**src/rtl/mult_pkg.sv**
```systemverilog
// Shared types for the time-multiplexed 32x32 multiplier controller.
// Holds the FSM encoding, default widths and per-state partial-product shifts.
package mult_pkg;

  localparam int N_DEF = 32;
  localparam int H_DEF = N_DEF / 2;
  localparam int P_DEF = 2 * N_DEF;

  typedef enum logic [2:0] {
    IDLE,
    PP0,
    PP1,
    PP2,
    PP3,
    DONE
  } state_t;

  // Cross terms land at H, the high-by-high term at 2H.
  function automatic int pp_shift(state_t s, int h);
    case (s)
      PP1, PP2: return h;
      PP3:      return 2 * h;
      default:  return 0;
    endcase
  endfunction

endpackage

```
**src/rtl/mult32_seq_ctrl_mul16.sv**
```systemverilog
// Combinational half-width unsigned multiplier shared by the sequencing controller.
// Zero latency; no handshake, the caller holds inputs stable for the cycle.
module Multiplier16x16 #(
  parameter int W = 16
) (
  input  logic [W-1:0]   a_i,
  input  logic [W-1:0]   b_i,
  output logic [2*W-1:0] p_o
);

  assign p_o = a_i * b_i;

endmodule

```
**src/rtl/mult32_seq_ctrl.sv**
```systemverilog
// Four-cycle NxN unsigned multiply through one shared half-width multiplier.
// Latency 5 cycles from input handshake to out_valid; result held until out_ready.
module mult32_seq_ctrl
  import mult_pkg::*;
#(
  parameter int N = N_DEF
) (
  input  logic           clk,
  input  logic           rst_n,
  input  logic [N-1:0]   A,
  input  logic [N-1:0]   B,
  input  logic           in_valid,
  output logic           in_ready,
  output logic [2*N-1:0] Product,
  output logic           out_valid,
  input  logic           out_ready,
  output logic           busy
);

  localparam int H = N / 2;
  localparam int W = 2 * N;

  state_t         state_q, state_d;
  logic [N-1:0]   a_q, a_d;
  logic [N-1:0]   b_q, b_d;
  logic [W-1:0]   acc_q, acc_d;
  logic [H-1:0]   mul_a, mul_b;
  logic [N-1:0]   mul_p;
  logic [W-1:0]   pp_ext;

  always_ff @(posedge clk or negedge rst_n) begin
    if (!rst_n) begin
      state_q <= IDLE;
      a_q     <= '0;
      b_q     <= '0;
      acc_q   <= '0;
    end else begin
      state_q <= state_d;
      a_q     <= a_d;
      b_q     <= b_d;
      acc_q   <= acc_d;
    end
  end

  always_comb begin
    state_d = state_q;
    case (state_q)
      IDLE:    if (in_valid) state_d = PP0;
      PP0:     state_d = PP1;
      PP1:     state_d = PP2;
      PP2:     state_d = PP3;
      PP3:     state_d = DONE;
      DONE:    if (out_ready) state_d = IDLE;
      default: state_d = IDLE;
    endcase
  end

  // Operand halves are gated to zero outside PPk so the multiplier stays quiet.
  always_comb begin
    in_ready  = (state_q == IDLE);
    busy      = (state_q != IDLE);
    out_valid = (state_q == DONE);
    mul_a     = '0;
    mul_b     = '0;
    case (state_q)
      PP0: begin mul_a = a_q[H-1:0]; mul_b = b_q[H-1:0]; end
      PP1: begin mul_a = a_q[N-1:H]; mul_b = b_q[H-1:0]; end
      PP2: begin mul_a = a_q[H-1:0]; mul_b = b_q[N-1:H]; end
      PP3: begin mul_a = a_q[N-1:H]; mul_b = b_q[N-1:H]; end
      default: ;
    endcase
  end

  Multiplier16x16 #(
    .W (H)
  ) u_mul (
    .a_i (mul_a),
    .b_i (mul_b),
    .p_o (mul_p)
  );

  assign pp_ext = {{N{1'b0}}, mul_p};

  // The full product fits in W bits, so the accumulator needs no carry out.
  always_comb begin
    a_d   = a_q;
    b_d   = b_q;
    acc_d = acc_q;
    case (state_q)
      IDLE: begin
        if (in_valid) begin
          a_d   = A;
          b_d   = B;
          acc_d = '0;
        end
      end
      PP0, PP1, PP2, PP3: acc_d = acc_q + (pp_ext << pp_shift(state_q, H));
      default: ;
    endcase
  end

  assign Product = acc_q;

endmodule
```
**config.mk**
```make
export PLATFORM = sky130hd
export DESIGN_NAME = mult32_seq_ctrl
export DESIGN_NICKNAME = d
export VERILOG_FILES = /design/src/rtl/mult_pkg.sv /design/src/rtl/mult32_seq_ctrl_mul16.sv /design/src/rtl/mult32_seq_ctrl.sv
export SDC_FILE = /design/constraint.sdc
export NUM_CORES = 1
export LEC_CHECK = 0
export BUFFER_PORTS_ARGS = -buffer_cell sky130_fd_sc_hd__buf_2
export CAP_MARGIN = 40
export CELL_PAD_IN_SITES_DETAIL_PLACEMENT = 0
export CELL_PAD_IN_SITES_GLOBAL_PLACEMENT = 1
export CORE_UTILIZATION = 50
export CTS_CLUSTER_SIZE = 30
export DETAILED_ROUTE_END_ITERATION = 8
export PLACE_DENSITY = 0.94
export SLEW_MARGIN = 5
export SYNTH_ARGS = -nofsm -noshare
export SYNTH_HDL_FRONTEND = slang
export SYNTH_SLANG_ARGS = --single-unit
```
**constraint.sdc**
```tcl
create_clock -name clk -period 15.85 [get_ports clk]
set_clock_uncertainty 0.15 [all_clocks]
set_input_delay 0 -clock clk [delete_from_list [all_inputs] [get_ports clk]]
set_output_delay 0 -clock clk [all_outputs]
set_load 0.02 [all_outputs]
```
==> metrics.md <==
| Metric | Value |
|---|---|
| Worst setup SP type | `register` |
| Yosys reg bits | `131` |
| Fin. Hold Viols | `0` |
| Synthesized instance count | `2084` |
| Routed length per placed instance | `20.6 um` |
| Worst Hold End | `a_q[30]$_DFFE_PN0P_` |
| Row cnt | `68` |
| First-pass GRT wire length | `88400 um` |
| Adder-cell share of the synthesized area | `33.7%` |
| Die ar. | `36400 um2` |
| Yosys warnings | `0` |
| Clock Pin Slew Worst Setup and Hold Paths | `0.07 ns` |
| Synth Area in Simple Gates | `15.5%` |
| Top_reg_cell synth | `dfrtp_1` |
| Clock period minus worst slack | `11.15 ns` |
| ANT nets after route | `0` |
| Status | `complete, no violations` |
| Share of post-route cells with drive strength above 1 | `12.6%` |
| Tightest Pin Transition | `1.03 ns` |
| R2R depth | `36` |
| Die X | `191 um` |
| Fin nets | `2671` |
| Largest net degree at the start of global routing | `70` |
| Final setup violation count | `0` |
| Die Y | `191 um` |
| CTS tree | `done` |
| Maximum clock rate | `89.7 MHz` |
| Final WL | `55900 um` |
| Remaining DRCs | `0` |
| Cell taking the most area after synthesis | `fa_1` |
| H-tree Lvls | `4` |
| Clock buffer depth | `2` |
| Vias | `16100` |
| HP Start | `A[30]` |
| Final setup TNS | `0 ns` |
| Starting Density | `51.2%` |
| Worst path max stage delay | `0.76 ns` |
| Antenna violations before repair | `0` |
| Avg Cell Area, Syn | `8.54 um2` |
| I/O pin count | `135` |
| Relative slew slack | `31.4%` |
| Global route overflow | `0` |
| Post-synth EDFFs | `0` |
| Pins Over Slew Limit | `0` |
| Data required, critical path | `16.09 ns` |
| Synth Area in XOR/XNOR | `4.08%` |
| IO buf count | `134` |
| Iteration-0 DRC Markers | `1403` |
| Crit path arrival time | `11.39 ns` |
| Post-synthesis cell type count | `62` |
| Post-Syn Area | `17800 um2` |
| Worst Setup End Kind | `register` |
| Post-DP HPWL | `43000 um` |
| Crit path max fanout | `14` |
| Critical Path Most Common Cell | `fa_1` |
| Number of global-route vias before repair | `16300` |
| CP Launch Point | `state_q[1]$_DFFE_PN0P_` |
| Clk sinks | `131` |
| All-layer global routing usage | `31.6%` |
| Setup Crit Path Kind | `register to register` |
| Hold Crit Class | `input pin to register` |
| Total CTS buffers | `17` |
| Compound-Gate Fraction of Synth Area | `16.4%` |
| Vias per cell | `5.92` |
| DRT Pass-1 Iters | `6` |
| Syn_nets | `2514` |
| Post-synthesis sequential area ratio | `18.4%` |
| Slowest CP cell | `a22o_1` |
| # resized after CTS | `0` |
| RR Startpoint | `state_q[1]$_DFFE_PN0P_` |
| RSZ-0062 raised after global routing | `false` |
| Max cap viols | `0` |
| WHS Path Cells | `3` |
| Clock latency at the later pin of the worst-skew pair | `0.47 ns` |
| RR Endpoint | `Product[63]$_DFFE_PN0P_` |
| Dominant cells by area after synthesis | `fa_1, dfrtp_1, ha_1, nand2_1, inv_1` |
| R2r setup slk | `4.70 ns` |
| Routability cong. | `0.975` |
| Layout area overhead | `14.1%` |
| Largest family of logic cells by synthesized area | `adder cells` |
| FFs w/ async S/R, synth | `100%` |
| Area of the core | `34800 um2` |
| Post-synthesis mux area share | `4.69%` |
| Root buf cell | `clkbuf_16` |
| Fin crit share | `70.3%` |
| Share of the synthesized area in the top cell type | `21.9%` |
Yosys cell counts, types with 12 or more instances:
cell,number
nand2_1,267
a22oi_1,34
a21o_1,38
and2_1,16
dfrtp_1,131
and3_1,15
nand2b_1,20
fa_1,195
o21ai_1,12
nor2b_1,17
nor2_1,217
nor3_1,13
nand4_1,29
inv_1,252
ha_1,167
mux2_2,67
o21a_1,27
a21oi_1,110
xnor2_1,45
o21ai_0,104
clkbuf_1,89
xor2_1,38
a22o_1,28
o21bai_1,22
nand3_1,24
worst max path at each step:
| stage | endpoint | depth (start not counted) |
|---|---|---|
| 4_1_cts | Product[63]$_DFFE_PN0P_ | 36 |
| 5_1_grt | Product[62]$_DFFE_PN0P_ | 35 |
| 6_report | Product[63]$_DFFE_PN0P_ | 36 |
| 3_3_place_gp | Product[63]$_DFFE_PN0P_ | 39 |
| 2_1_floorplan | Product[63]$_DFFE_PN0P_ | 38 |
| 3_5_place_dp | Product[63]$_DFFE_PN0P_ | 36 |
area by class of cell:
class / count / area (um2)
tap: 455 / 569
inverter: 252 / 946
timing repair buffer: 231 / 1640
clock buffer: 20 / 467
sequential: 131 / 3280
antenna: 1 / 2.50
fill: 3038 / 14500
multi-input combinational: 1608 / 13200
clock inverter: 12 / 176
through the flow:
| step | cells | worst slack, ns | cell area, um2 | utilization [%] | hold slack [ns] |
|---|---|---|---|---|---|
| floorplan | 2084 | 6.44 | 17800 | - | -0.446 |
| global placement | 2599 | 4.94 | 18900 | 54.2 | -0.137 |
| global route | 2709 | 4.04 | 20300 | 58.4 | 0.151 |
| finish | 2710 | 4.70 | 20300 | 58.4 | 0.154 |
| CTS | 2707 | 4.88 | 20300 | 58.3 | 0.130 |
| detailed placement | 2606 | 4.94 | 19000 | 54.5 | -0.128 |
cells in the final DEF (no fill, tap or decap), drive strengths merged, types with 4 or more instances in the layout:
| master | synthesis | routed |
|---|---|---|
| nand2 | 267 | 267 |
| inv | 252 | 254 |
| nor2 | 217 | 217 |
| fa | 195 | 195 |
| ha | 167 | 167 |
| buf | 3 | 163 |
| dfrtp | 131 | 131 |
| o21ai | 116 | 116 |
| a21oi | 112 | 112 |
| dlygate4sd3 | 0 | 68 |
| mux2 | 67 | 67 |
| xnor2 | 45 | 45 |
| xor2 | 38 | 38 |
| a21o | 38 | 38 |
| a22oi | 34 | 34 |
| nand4 | 29 | 29 |
| a22o | 28 | 28 |
| o21a | 28 | 28 |
| nand3 | 24 | 24 |
| o21bai | 22 | 22 |
| nand2b | 20 | 20 |
| clkbuf | 90 | 20 |
| nor2b | 17 | 17 |
| and3 | 17 | 17 |
| and2 | 16 | 16 |
| nor3 | 13 | 13 |
| a211oi | 10 | 10 |
| o31ai | 10 | 10 |
| o211ai | 9 | 9 |
| mux2i | 8 | 8 |
| o22ai | 8 | 8 |
| a211o | 7 | 7 |
| or2 | 5 | 5 |
| a31oi | 5 | 5 |
| or3 | 4 | 4 |
| or4 | 4 | 4 |
| bufinv | 0 | 4 |
| clkinv | 0 | 4 |
kinds of logic (layout without fill, tap and decap cells):
kind of cell	Yosys count	after routing
buffers and inverters	345	515
AND/OR/NAND/NOR	639	639
adder cells (fa/ha/maj)	362	362
multiplexers	75	75
flip-flops	131	131
other	0	1
AO/OA/AOI/OAI	449	449
XOR/XNOR	83	83
routing by layer:
layer / global-route usage [%] / wire length [um]
met1: 42.7 / 23900
met2: 49.8 / 26200
met3: 7.07 / 4170
met5: 0 / 0
met4: 10.6 / 1610
critical path, delay by kind of cell (launching register included):
kind	cells	cell delay, ns
adder cells (fa/ha/maj)	8	3.74
AO/OA/AOI/OAI	12	3.21
AND/OR/NAND/NOR	8	1.79
XOR/XNOR	2	1.03
flip-flops	1	0.62
buffers and inverters	5	0.26
multiplexers	1	0.25
timing repair:
item | CTS | global route
endpoints found under the setup margin | 0 | 0
setup buffers | 0 | 0
hold buffers | 69 | 0
hold endpoints to repair | 128 | 0
sequential cells by signal (all words and copies together) (netlist names):
register,cells
Product,64
b_q,32
a_q,32
state_q,3
Power is left out: the tool's default activity adds up to more than one toggle a clock period on the data nets, which glitch-free logic cannot reach.
